### src/rtl/mb_session_ctrl_if.sv
// Front-end / account-side signal bundle of the Multibanco session controller.
// master = card/keypad front-end and dispenser side, slave = the controller.
interface mb_session_ctrl_if #(
  parameter int unsigned VAL_W = 4
);
  logic             CARD_IN;
  logic             PIN_VALID;
  logic [VAL_W-1:0] PIN_IN;
  logic [VAL_W-1:0] PIN_REF;
  logic             OP_VALID;
  logic             OP_SEL;
  logic [VAL_W-1:0] VAL_IN;
  logic [VAL_W-1:0] SALDO_IN;
  logic             CANCEL;
  logic             DISP_ACK;

  logic             EN;
  logic             COD_OUT;
  logic             DISP_REQ;
  logic [VAL_W-1:0] VAL_OUT;
  logic             SALDO_WE;
  logic [VAL_W-1:0] SALDO_OUT;
  logic [4:0]       ECRA;
  logic             PAR;
  logic             CARD_EJECT;
  logic             LOCKED;

  modport master (
    output CARD_IN, PIN_VALID, PIN_IN, PIN_REF, OP_VALID, OP_SEL,
           VAL_IN, SALDO_IN, CANCEL, DISP_ACK,
    input  EN, COD_OUT, DISP_REQ, VAL_OUT, SALDO_WE, SALDO_OUT,
           ECRA, PAR, CARD_EJECT, LOCKED
  );

  modport slave (
    input  CARD_IN, PIN_VALID, PIN_IN, PIN_REF, OP_VALID, OP_SEL,
           VAL_IN, SALDO_IN, CANCEL, DISP_ACK,
    output EN, COD_OUT, DISP_REQ, VAL_OUT, SALDO_WE, SALDO_OUT,
           ECRA, PAR, CARD_EJECT, LOCKED
  );
endinterface

### src/rtl/mb_session_ctrl.sv
// Multibanco session controller: card in, PIN check with retry limit,
// balance query or withdrawal, card eject. All outputs registered.
module mb_session_ctrl #(
  parameter int unsigned VAL_W     = 4,
  parameter int unsigned MAX_TRIES = 3,
  parameter int unsigned TIMEOUT   = 15
) (
  input  logic               CLK,
  input  logic               RST,
  mb_session_ctrl_if.slave   bus
);

  localparam int unsigned TRW = $clog2(MAX_TRIES + 1);
  localparam int unsigned TMW = $clog2(TIMEOUT + 1);
  localparam logic [TRW-1:0] TRIES_LAST = TRW'(MAX_TRIES - 1);
  localparam logic [TMW-1:0] TMR_LAST   = TMW'(TIMEOUT - 1);

  localparam logic [4:0] SC_IDLE    = 5'h01;
  localparam logic [4:0] SC_PIN     = 5'h02;
  localparam logic [4:0] SC_PIN_BAD = 5'h03;
  localparam logic [4:0] SC_MENU    = 5'h04;
  localparam logic [4:0] SC_BAL     = 5'h05;
  localparam logic [4:0] SC_REFUSED = 5'h06;
  localparam logic [4:0] SC_DISP    = 5'h08;
  localparam logic [4:0] SC_EJECT   = 5'h10;
  localparam logic [4:0] SC_LOCK    = 5'h1F;

  typedef enum logic [2:0] {
    S_IDLE, S_PIN_WAIT, S_MENU, S_DISPENSE, S_EJECT, S_LOCK
  } state_t;

  state_t         state;
  logic [TRW-1:0] tries;
  logic [TMW-1:0] timer;

  always_ff @(posedge CLK) begin
    if (RST) begin
      state          <= S_IDLE;
      tries          <= '0;
      timer          <= '0;
      bus.EN         <= 1'b0;
      bus.COD_OUT    <= 1'b0;
      bus.DISP_REQ   <= 1'b0;
      bus.VAL_OUT    <= '0;
      bus.SALDO_WE   <= 1'b0;
      bus.SALDO_OUT  <= '0;
      bus.ECRA       <= SC_IDLE;
      bus.PAR        <= 1'b0;
      bus.CARD_EJECT <= 1'b0;
      bus.LOCKED     <= 1'b0;
    end else begin
      bus.SALDO_WE <= 1'b0;
      case (state)
        S_IDLE: begin
          if (bus.CARD_IN) begin
            state       <= S_PIN_WAIT;
            bus.EN      <= 1'b1;
            bus.ECRA    <= SC_PIN;
            bus.COD_OUT <= 1'b0;
            tries       <= '0;
            timer       <= '0;
          end
        end

        S_PIN_WAIT, S_MENU: begin
          if (!bus.CARD_IN) begin
            state         <= S_IDLE;
            bus.EN        <= 1'b0;
            bus.ECRA      <= SC_IDLE;
            bus.VAL_OUT   <= '0;
            bus.SALDO_OUT <= '0;
            bus.PAR       <= 1'b0;
          end else if (bus.CANCEL) begin
            state          <= S_EJECT;
            bus.EN         <= 1'b0;
            bus.ECRA       <= SC_EJECT;
            bus.CARD_EJECT <= 1'b1;
          end else if (state == S_PIN_WAIT && bus.PIN_VALID) begin
            timer <= '0;
            if (bus.PIN_IN == bus.PIN_REF) begin
              state       <= S_MENU;
              bus.COD_OUT <= 1'b1;
              bus.ECRA    <= SC_MENU;
              tries       <= '0;
            end else if (tries == TRIES_LAST) begin
              state      <= S_LOCK;
              bus.EN     <= 1'b0;
              bus.ECRA   <= SC_LOCK;
              bus.LOCKED <= 1'b1;
            end else begin
              tries    <= tries + 1'b1;
              bus.ECRA <= SC_PIN_BAD;
            end
          end else if (state == S_MENU && bus.OP_VALID) begin
            timer <= '0;
            if (!bus.OP_SEL) begin
              bus.SALDO_OUT <= bus.SALDO_IN;
              bus.ECRA      <= SC_BAL;
            end else if (bus.VAL_IN == '0 || bus.VAL_IN > bus.SALDO_IN) begin
              bus.ECRA <= SC_REFUSED;
            end else begin
              state        <= S_DISPENSE;
              bus.VAL_OUT  <= bus.VAL_IN;
              bus.PAR      <= ^bus.VAL_IN;
              bus.DISP_REQ <= 1'b1;
              bus.ECRA     <= SC_DISP;
            end
          end else if (timer == TMR_LAST) begin
            state          <= S_EJECT;
            bus.EN         <= 1'b0;
            bus.ECRA       <= SC_EJECT;
            bus.CARD_EJECT <= 1'b1;
          end else begin
            timer <= timer + 1'b1;
          end
        end

        S_DISPENSE: begin
          // Balance may have moved since the request was accepted; clamp at zero.
          if (bus.DISP_ACK) begin
            state          <= S_EJECT;
            bus.DISP_REQ   <= 1'b0;
            bus.SALDO_OUT  <= (bus.SALDO_IN >= bus.VAL_OUT) ?
                              bus.SALDO_IN - bus.VAL_OUT : '0;
            bus.SALDO_WE   <= 1'b1;
            bus.EN         <= 1'b0;
            bus.ECRA       <= SC_EJECT;
            bus.CARD_EJECT <= 1'b1;
          end
        end

        S_EJECT: begin
          if (!bus.CARD_IN) begin
            state          <= S_IDLE;
            bus.CARD_EJECT <= 1'b0;
            bus.ECRA       <= SC_IDLE;
            bus.VAL_OUT    <= '0;
            bus.SALDO_OUT  <= '0;
            bus.PAR        <= 1'b0;
          end
        end

        S_LOCK: begin
          bus.LOCKED     <= 1'b1;
          bus.CARD_EJECT <= 1'b0;
        end

        default: state <= S_IDLE;
      endcase
    end
  end

endmodule

### src/flat_wrapper.sv
// flat-port wrapper written by rule: the top's interface ports become plain ports
module mb_session_ctrl_flat 
#(
  parameter int unsigned VAL_W     = 4,
  parameter int unsigned MAX_TRIES = 3,
  parameter int unsigned TIMEOUT   = 15
)
  (CLK, RST, bus_CARD_IN, bus_PIN_VALID, bus_PIN_IN, bus_PIN_REF, bus_OP_VALID, bus_OP_SEL, bus_VAL_IN, bus_SALDO_IN, bus_CANCEL, bus_DISP_ACK, bus_EN, bus_COD_OUT, bus_DISP_REQ, bus_VAL_OUT, bus_SALDO_WE, bus_SALDO_OUT, bus_ECRA, bus_PAR, bus_CARD_EJECT, bus_LOCKED);
  mb_session_ctrl_if #(.VAL_W(VAL_W)) bus_i ();
  input  logic CLK;
  input  logic RST;
  input wire logic [$bits(bus_i.CARD_IN)-1:0] bus_CARD_IN;
  input wire logic [$bits(bus_i.PIN_VALID)-1:0] bus_PIN_VALID;
  input wire logic [$bits(bus_i.PIN_IN)-1:0] bus_PIN_IN;
  input wire logic [$bits(bus_i.PIN_REF)-1:0] bus_PIN_REF;
  input wire logic [$bits(bus_i.OP_VALID)-1:0] bus_OP_VALID;
  input wire logic [$bits(bus_i.OP_SEL)-1:0] bus_OP_SEL;
  input wire logic [$bits(bus_i.VAL_IN)-1:0] bus_VAL_IN;
  input wire logic [$bits(bus_i.SALDO_IN)-1:0] bus_SALDO_IN;
  input wire logic [$bits(bus_i.CANCEL)-1:0] bus_CANCEL;
  input wire logic [$bits(bus_i.DISP_ACK)-1:0] bus_DISP_ACK;
  output wire logic [$bits(bus_i.EN)-1:0] bus_EN;
  output wire logic [$bits(bus_i.COD_OUT)-1:0] bus_COD_OUT;
  output wire logic [$bits(bus_i.DISP_REQ)-1:0] bus_DISP_REQ;
  output wire logic [$bits(bus_i.VAL_OUT)-1:0] bus_VAL_OUT;
  output wire logic [$bits(bus_i.SALDO_WE)-1:0] bus_SALDO_WE;
  output wire logic [$bits(bus_i.SALDO_OUT)-1:0] bus_SALDO_OUT;
  output wire logic [$bits(bus_i.ECRA)-1:0] bus_ECRA;
  output wire logic [$bits(bus_i.PAR)-1:0] bus_PAR;
  output wire logic [$bits(bus_i.CARD_EJECT)-1:0] bus_CARD_EJECT;
  output wire logic [$bits(bus_i.LOCKED)-1:0] bus_LOCKED;
  assign bus_i.CARD_IN = bus_CARD_IN;
  assign bus_i.PIN_VALID = bus_PIN_VALID;
  assign bus_i.PIN_IN = bus_PIN_IN;
  assign bus_i.PIN_REF = bus_PIN_REF;
  assign bus_i.OP_VALID = bus_OP_VALID;
  assign bus_i.OP_SEL = bus_OP_SEL;
  assign bus_i.VAL_IN = bus_VAL_IN;
  assign bus_i.SALDO_IN = bus_SALDO_IN;
  assign bus_i.CANCEL = bus_CANCEL;
  assign bus_i.DISP_ACK = bus_DISP_ACK;
  assign bus_EN = bus_i.EN;
  assign bus_COD_OUT = bus_i.COD_OUT;
  assign bus_DISP_REQ = bus_i.DISP_REQ;
  assign bus_VAL_OUT = bus_i.VAL_OUT;
  assign bus_SALDO_WE = bus_i.SALDO_WE;
  assign bus_SALDO_OUT = bus_i.SALDO_OUT;
  assign bus_ECRA = bus_i.ECRA;
  assign bus_PAR = bus_i.PAR;
  assign bus_CARD_EJECT = bus_i.CARD_EJECT;
  assign bus_LOCKED = bus_i.LOCKED;
  mb_session_ctrl #(.VAL_W(VAL_W), .MAX_TRIES(MAX_TRIES), .TIMEOUT(TIMEOUT)) u_core (.CLK(CLK), .RST(RST), .bus(bus_i));
endmodule
### config.mk
export PLATFORM = sky130hd
export DESIGN_NAME = mb_session_ctrl_flat
export DESIGN_NICKNAME = d
export VERILOG_FILES = /design/src/rtl/mb_session_ctrl_if.sv /design/src/rtl/mb_session_ctrl.sv /design/src/flat_wrapper.sv
export SDC_FILE = /design/constraint.sdc
export NUM_CORES = 1
export LEC_CHECK = 0
export BUFFER_PORTS_ARGS = -buffer_cell sky130_fd_sc_hd__buf_2
export CAP_MARGIN = 20
export CORE_MARGIN = 1.5
export CORE_UTILIZATION = 55
export DETAILED_ROUTE_END_ITERATION = 6
export MAX_ROUTING_LAYER = met4
export PLACE_DENSITY = 0.8
export SYNTH_ARGS = -nofsm -noshare
export SYNTH_HDL_FRONTEND = slang
export SYNTH_SLANG_ARGS = --single-unit
### constraint.sdc
create_clock -name CLK -period 2.44 [get_ports CLK]
set_clock_uncertainty 0.15 [all_clocks]
set_input_delay 0.488 -clock CLK [delete_from_list [all_inputs] [get_ports CLK]]
set_output_delay 0.488 -clock CLK [all_outputs]
set_load 0.02 [all_outputs]
==> results of run 1 <==
## per-layer routing
metal | routed length (um) | vias to the layer above | share of wire [%] | global-route usage [%]
met2 | 2630 | 78 | 48 | 44.4
met3 | 366 | 6 | 6.7 | 5.11
met4 | 57 | 0 | 1.0 | 9.44
li1 | - | 1068 | - | -
met5 | 0 | - | 0 | -
met1 | 2380 | 984 | 44 | 32.5
## cells in the final DEF (no fill, tap or decap), drive strengths merged, types with 3 or more instances in the layout
master / n
buf: 58
nand2: 29
dfxtp: 29
inv: 22
nor2: 20
a21oi: 16
o21ai: 15
ha: 13
xnor2: 9
mux2i: 8
clkbuf: 7
and3: 5
a31oi: 5
nand3: 5
xor2: 5
nor2b: 4
o21a: 4
nand3b: 4
a221oi: 4
or2: 4
or3: 3
nand4b: 3
nor3b: 3
o211ai: 3
o2bb2ai: 3
## cells by family (layout without fill, tap and decap cells)
kind of cell	after synthesis	after routing	share of synthesized area (%)
flops	29	29	26.3
mux	8	8	3.63
simple gates	93	93	23.8
compound gates	73	73	24.1
fa+ha+maj	14	14	8.27
xor+xnor	14	14	6.40
buf+inv	36	88	7.53
## area by class of cell
cell class | count | area, um^2
fillers | 319 | 1160
clock buffers | 7 | 96.3
multi-input cells | 202 | 1460
inverters | 22 | 82.6
well taps | 48 | 60.1
clock inverters | 1 | 5.00
repair buffers | 58 | 328
flip-flops and latches | 29 | 581
## power by group
group          switching [W]  internal (W)  leakage (nW)  total, W
Clock               0.000178      0.000254        0.0542  0.000433
Sequential         0.0000585      0.000540         0.236  0.000598
Combinational       0.000462      0.000344         0.871  0.000806
## worst max-delay path, stage by stage, from the launching register on
cell	delay, ns
sky130_fd_sc_hd__dfxtp_1	0.71
sky130_fd_sc_hd__xnor2_4	0.23
sky130_fd_sc_hd__nor4b_4	0.11
sky130_fd_sc_hd__a2111oi_4	0.50
sky130_fd_sc_hd__inv_2	0.06
sky130_fd_sc_hd__a221o_1	0.34
## flip-flops by register name (all words and copies together) (netlist names), 2 cells and up
register              flops
u_core.timer              4
u_core.tries              2
u_core.state              3
u_core.bus.VAL_OUT        4
u_core.bus.ECRA           5
u_core.bus.SALDO_OUT      4
## per-stage QoR
step	cells	instance area [um^2]
2_1_floorplan	267	2210
3_3_place_gp	359	2510
3_5_place_dp	359	2510
4_1_cts	367	2610
5_1_grt	367	2610
6_report	367	2610
## how the worst max path moves through the flow
stage | cells past startpoint | endpoint | startpoint
final | 5 | u_core.bus.ECRA[0] | u_core.state[1]
after global routing | 5 | u_core.state[2] | u_core.state[1]
after CTS | 5 | u_core.state[2] | u_core.state[1]
after detailed placement | 8 | u_core.bus.VAL_OUT[2] | bus_SALDO_IN[1]
after global placement | 8 | u_core.bus.VAL_OUT[1] | bus_SALDO_IN[1]
after floorplan | 8 | u_core.bus.PAR | bus_SALDO_IN[1]
==> summary by stage, run 1 <==
Synthesis
Synthesis produced 267 cells. The count of yosys warnings during synthesis is 0. The summed instance area of the synthesized netlist is 2210 um^2. The share of async-settable or async-resettable flops after synthesis is 0%. The number of synthesized flops with an enable pin is 0. The dominant cell type by area after synthesis is sky130_fd_sc_hd__dfxtp_1. Counting distinct cell types in the post-synthesis netlist gives 60. The synthesized design contains 29 register bits. Of the post-synthesis cell area, the dominant cell type holds 26.3%. The sequential-to-total area share from yosys stat is 26.3%. Synthesis produced a netlist with a net count of 305. In the post-synthesis netlist, the biggest area contributors are sky130_fd_sc_hd__dfxtp_1 26%, sky130_fd_sc_hd__ha_1 7.4%, sky130_fd_sc_hd__nand2_1 4.9%. The average instance in the mapped netlist occupies 8.27 um^2. In the synthesized netlist, the cells that appear most often are 29 x sky130_fd_sc_hd__dfxtp_1, 29 x sky130_fd_sc_hd__nand2_1, 21 x sky130_fd_sc_hd__inv_1, 20 x sky130_fd_sc_hd__nor2_1, 16 x sky130_fd_sc_hd__a21oi_1.

The top flip-flop cell by instance count after synthesis is sky130_fd_sc_hd__dfxtp_1.

Setup path
The number of cells on the worst reg-to-reg path is 5. The slack of the worst reg-to-reg path is 0.21 ns. The arrival time at the worst endpoint is 2.25 ns.

The endpoint identified for the worst register-to-register timing path is u_core.bus.ECRA[0]. The type of the setup path with the least slack is reg2reg. The worst setup path is captured at a flop. The biggest fanout along the worst timing path is 13. The worst setup path is launched from a flop. The startpoint identified for the worst register-to-register timing path is u_core.state[1]. STA puts the critical path data required time at 2.46 ns.

Detailed routing
The number of detailed-routing iterations run before antenna repair is 4. In the routed design, unresolved DRC markers number 0. The total length of routed wires is 5440 um. The total vias in the final route is 2,136. The number of nets with antenna violations after detailed routing is 0. After the first detailed-routing iteration, the DRC count stood at 84. Dividing the detail-routed via count by the number of cells gives 5.82. Dividing the detail-routed wire length by the instance count gives 14.8 um.

Finish
The utilization of the core after routing is 69.3%. The signed area change from the synthesized netlist to the final layout is 18.4%. The antenna cell count is 0.

The number of nets in the layout is 356. Cells with a size suffix above 1 make up 25.1% of the layout.

Die
The initial utilization of the core area, before any placement, comes to 58.6%. The count of pins on the block boundary is 44. In this run the standard cell core region covers 3770 um^2. The floorplan step set the die height to 66.4 um. From left edge to right edge, the die measures 66.4 um. After floorplanning, the core was divided into 22 placement rows. The overall die area is 4400 um^2.

Timing
Hold timing on the final database bottoms out at a slack of 0.310 ns. Setup repair after global routing left no endpoint under its margin. Setup total negative slack on the finished layout was measured at 0 ns.

The setup slack of the critical path after layout is 0.212 ns. The number of setup violations in the final report is 0. The fmax is 0.449 GHz.

The number of pins exceeding their max-slew limit in the final report was 0. The worst path needs 2.23 ns of the cycle, external delays included. The final critical path takes up 91.3% of the cycle. The count of endpoints failing hold in the final timing report came to 0. The transition time at the pin with the least slew margin is 0.620 ns.

The relative slew slack is 58.6%.

Global routing
The initial antenna violation count is 0. The via count of the first global-routing pass is 2,027. For this run the aggregate overflow at the end of global routing stands at 0.

The global-route wire length before repair is 8850 um. Entering global routing, the biggest net connects 15 pins. The total global routing track utilization is 26.8%.

Hold path
The end point of the worst hold path is u_core.bus.ECRA[4]. The hold path depth is 1. The beginning of the worst hold path is u_core.bus.ECRA[4].

The class of the tightest hold or removal check is reg2reg.

CTS
The buffer levels on the longest clock path is 2. The total clock buffers created by CTS is 5. The number of setup buffers added after CTS is 0.

The post-cts sizing count is 0. The cell sitting at the root of the clock tree is a sky130_fd_sc_hd__clkbuf_8. Hold repair after CTS inserted 0 buffers. The CTS tree is yes. The tree built by TritonCTS fans out to 29 sinks. The latest clock arrival within the worst-skew pair is 0.28 ns. The H-tree was split into 2 levels.

The clock slew seen by the registers of the worst setup and hold paths is 0.06 ns.

Placement
The final estimated routing congestion in global placement is 0.913. The quantity of I/O buffers inserted on ports is 43. At the placement stage, the worst setup path has a slack of 0.0145 ns. The HPWL after detailed placement is 4240 um.

Flow run
The max capacitance violation total is 0.

Power
IR analysis of the VDD net gives a maximum drop of 0.000504 V. The static power due to leakage is 1.16 nW. In this run the power density over the cells is 703 nW/um^2.

The design draws 0.00184 W.

Run status
The flow ran to the end, and the final reports show no timing, DRC or antenna violations.
No activity file was read; power rests on OpenSTA's default activity.
==> inputs of run 2 (changes only) <==
--- a/config.mk
+++ b/config.mk
@@ -5,6 +5,7 @@
 export SDC_FILE = /design/constraint.sdc
 export NUM_CORES = 1
 export LEC_CHECK = 0
+export ABC_AREA = 1
 export BUFFER_PORTS_ARGS = -buffer_cell sky130_fd_sc_hd__buf_2
 export CAP_MARGIN = 20
 export CORE_MARGIN = 1.5
==> run 2 against run 1 <==
Compared with the run above: global-route usage grew 1.2 points; register-to-register slack better by 0.25 ns; non-clock buffer count down 15; first-iteration DRC count is 60% higher; sequential power up 18%.
==> summary by stage, run 2 <==
Die
The placeable core region was 3720 um^2 (-1.5%). The initial core utilization is 57.8% (-0.71 points). The overall die area came to 4290 um^2 (-2.5%). The count of pins on the block boundary was 44 (unchanged). The number of standard-cell rows in the floorplan is 22 (unchanged). The vertical die dimension is 65.5 um (-1.3%). The die outline width is 65.5 um (-1.3%).

Synthesis
By count the netlist is led by 83 x sky130_fd_sc_hd__nand2_1, 54 x sky130_fd_sc_hd__inv_1, 41 x sky130_fd_sc_hd__nor2_1, 29 x sky130_fd_sc_hd__dfxtp_1, 28 x sky130_fd_sc_hd__a21oi_1. The number of distinct library cells after synthesis is 31 (-48%). The mean cell area of the mapped netlist is 6.34 um^2 (-23%). The summed instance area of the synthesized netlist is 2150 um^2 (-2.7%). The top flip-flop cell by instance count after synthesis is sky130_fd_sc_hd__dfxtp_1. sky130_fd_sc_hd__dfxtp_1 takes more of the synthesized area than any other cell. The count of yosys warnings during synthesis is 0 (unchanged). In the post-synthesis netlist, the biggest area contributors are sky130_fd_sc_hd__dfxtp_1 27%, sky130_fd_sc_hd__nand2_1 14%, sky130_fd_sc_hd__inv_1 9.4%.

The synthesized netlist net count is 377 (+24%). The dominant cell by count in the synthesized netlist is sky130_fd_sc_hd__nand2_1. The sequential-to-total area share from yosys stat was 27.0% (+0.72 points). The post-synthesis register bit count came to 29 (unchanged). The share of async-settable or async-resettable flops after synthesis is 0% (unchanged). The number of standard cells after synthesis is 339 (+27%). The portion of synthesized cell area occupied by the leading cell type is 27.0% (+0.72 points).

The number of synthesized flops with an enable pin was 0 (unchanged).

Finish
The number of nets in the layout is 424 (+19%). In the layout the commonest cells are 83 x sky130_fd_sc_hd__nand2_1, 54 x sky130_fd_sc_hd__inv_1, 43 x sky130_fd_sc_hd__buf_2. The largest register by flop count is u_core.bus.ECRA. The antenna cell count is 0 (unchanged). The number of flip-flops under the largest register name is 5 (unchanged). Relative to the synthesized area, the layout overhead comes to 18.2%.

The fraction of final layout cells sized beyond drive strength 1 was 20.4% (-4.7 points). The most common cell after layout, fill and taps aside is sky130_fd_sc_hd__nand2_1. The total non-filler cell area in the finished layout is 2540 um^2 (-2.8%).

Setup path
The arrival time at the worst endpoint was 2.01 ns (-0.24 ns). The largest individual stage delay along the critical path comes from the cell sky130_fd_sc_hd__fa_1. The startpoint kind of the worst setup timing path is a flop. The highest cell delay on the worst timing path is 0.40 ns (-0.31 ns). STA classifies the critical path endpoint as a flop. The cell that appears most often on the critical path is sky130_fd_sc_hd__nor2_1.

The type of the setup path with the least slack is reg2reg. The biggest fanout along the worst timing path is 3 (-10). The required time at the endpoint of the critical path is 2.47 ns (about the same). The critical path goes through ha_1 > inv_1 > fa_1 > a21oi_1 > nand2_1 > a21oi_1 > nor2_1 > inv_1 > nor2_1 > nor3_1 > nor2_1.

Global routing
The maximum number of pins on one net before global-route repair is 19 (+4). The total global routing track utilization was 27.9% (+1.2 points). The via count of the first global-routing pass is 2,094 (+3.3%).

The initial antenna violation count is 0 (unchanged). The overflow left after global routing is 0 (unchanged). The global-route wire length before repair was 9100 um (+2.8%).

Timing
The fmax is 0.507 GHz (+13%). The number of setup violations in the final report is 0 (unchanged). The final critical-path share of the clock period was 80.9% (-10 points). The relative slew slack was 64.8% (+6.2 points).

The total negative slack for setup checks is 0 ns (unchanged). The clock period minus worst slack was 1.97 ns (-0.255 ns). Setup repair after global routing left no endpoint under its margin. The count of endpoints failing hold in the final timing report was 0 (unchanged). The number of pins exceeding their max-slew limit in the final report came to 0 (unchanged). The transition time at the pin with the least slew margin is 0.523 ns (-0.0972 ns).

CTS
The total clock buffers created by CTS was 5 (unchanged). The clock slew seen by the registers of the worst setup and hold paths was 0.07 ns (about the same). TritonCTS built the clock tree. The cts-stage hold buffer count came to 0 (unchanged). The post-cts sizing count was 0 (unchanged).

The number of levels in the clock H-tree was 2 (unchanged). The number of sinks on the clock net is 29 (unchanged). The clock root buffer is sky130_fd_sc_hd__clkbuf_8. The buffer levels on the longest clock path is 2 (unchanged). The number of buffers added for setup after CTS was 0 (unchanged). The latest clock arrival within the worst-skew pair is 0.29 ns (about the same).

Power
The maximum vdd ir drop is 0.000616 V (+22%). The static power due to leakage is 1.33 nW (+14%). The ratio of total power to cell area is 1140 nW/um^2 (+63%).

Detailed routing
The DRC marker count from the first detailed-route iteration is 134 (+60%). The number of detailed-routing iterations run before antenna repair is 6 (+2). The total length of routed wires is 5270 um (-3.1%).

The detailed-route vias per instance came to 5.23 (-10%). The number of nets with antenna violations after detailed routing is 0 (unchanged). The total vias in the final route is 2,273 (+6.4%). The detail-routed net length per standard cell is 12.1 um (-18%). The number of DRC violations after detailed routing is 0 (unchanged).

Run status
The flow ran to the end, and the final reports show no timing, DRC or antenna violations.

Placement
The quantity of I/O buffers inserted on ports is 43 (unchanged). The final estimated routing congestion in global placement was 0.982 (+7.5%). The HPWL after detailed placement was 4170 um (-1.8%).

The post-detailed-placement cell area was 2410 um^2 (-4.2%).

Flow run
The max capacitance violation total is 0 (unchanged).

Hold path
The tightest min-delay check is of the reg2reg type.
==> run 2: cell count changes after synthesis, moves of 6 or more <==
cell,before,now
sky130_fd_sc_hd__nand2_1,29,83
sky130_fd_sc_hd__inv_1,21,54
sky130_fd_sc_hd__nor2_1,20,41
sky130_fd_sc_hd__nand3_1,5,22
sky130_fd_sc_hd__a21oi_1,16,28
sky130_fd_sc_hd__mux2i_1,8,0
sky130_fd_sc_hd__buf_2,7,0
sky130_fd_sc_hd__inv_2,1,7
sky130_fd_sc_hd__xnor2_1,8,2
==> run 2: cell type report <==
type	count	area [um^2]
Inverter	62	235
Fill cell	350	1180
Timing Repair Buffer	43	215
Tap cell	48	60.1
Sequential cell	29	581
Clock buffer	5	68.8
Multi-Input combinational cell	245	1320
Clock inverter	3	65.1
==> run 2: worst paths after layout <==
kind | start | end | slack (ns) | cells past startpoint
setup reg to reg | u_core.bus.VAL_OUT[0] | u_core.bus.SALDO_OUT[3] | 0.47 | 11
hold reg to reg | u_core.bus.LOCKED | u_core.bus.LOCKED | 0.30 | 2
hold / removal | u_core.bus.LOCKED | u_core.bus.LOCKED | 0.30 | 2
setup / recovery | u_core.bus.VAL_OUT[0] | u_core.bus.SALDO_OUT[3] | 0.47 | 11
==> run 2: stage by stage <==
step | setup slack (ns) | hold WS [ns] | total power, W | cells | utilization [%]
after floorplan | 0.439 | 0.311 | 0.00193 | 339 | -
after global placement | 0.234 | 0.282 | 0.00227 | 427 | 64.7
after detailed placement | 0.191 | 0.292 | 0.00229 | 427 | 64.7
after global routing | 0.294 | 0.316 | 0.00315 | 435 | 68.4
final | 0.466 | 0.296 | 0.00291 | 435 | 68.4
after CTS | 0.474 | 0.302 | 0.00290 | 435 | 68.4
==> run 2: power breakdown <==
group	switching, W	leakage (nW)	internal, W
logic	0.00106	1.02	0.000530
registers	0.0000981	0.237	0.000610
clock network	0.000197	0.0681	0.000405
total	0.00136	1.33	0.00155
==> run 2: routing by layer <==
layer	GRT usage [%]	routed length, um	up-vias
met5	-	0	-
met4	8.59	143	0
met3	6.51	354	21
met2	46.9	2410	84
li1	-	-	1164
met1	33.3	2370	1004
==> run 2: cell families (layout without fill, tap and decap cells) <==
| group | count (synthesis) | after routing | share of synthesized area (%) |
|---|---|---|---|
| flops | 29 | 29 | 27.0 |
| simple gates | 179 | 179 | 39.0 |
| fa+ha+maj | 14 | 14 | 8.50 |
| xor+xnor | 4 | 4 | 1.63 |
| compound gates | 48 | 48 | 12.0 |
| buf+inv | 65 | 113 | 11.8 |
==> run 2: worst max-delay path: cells and delay by family (launching register included) <==
kind,cells,cell delay (ns)
AND/OR/NAND/NOR,5,0.39
adder cells (fa/ha/maj),2,0.55
buffers and inverters,2,0.13
flip-flops,1,0.37
AO/OA/AOI/OAI,2,0.28
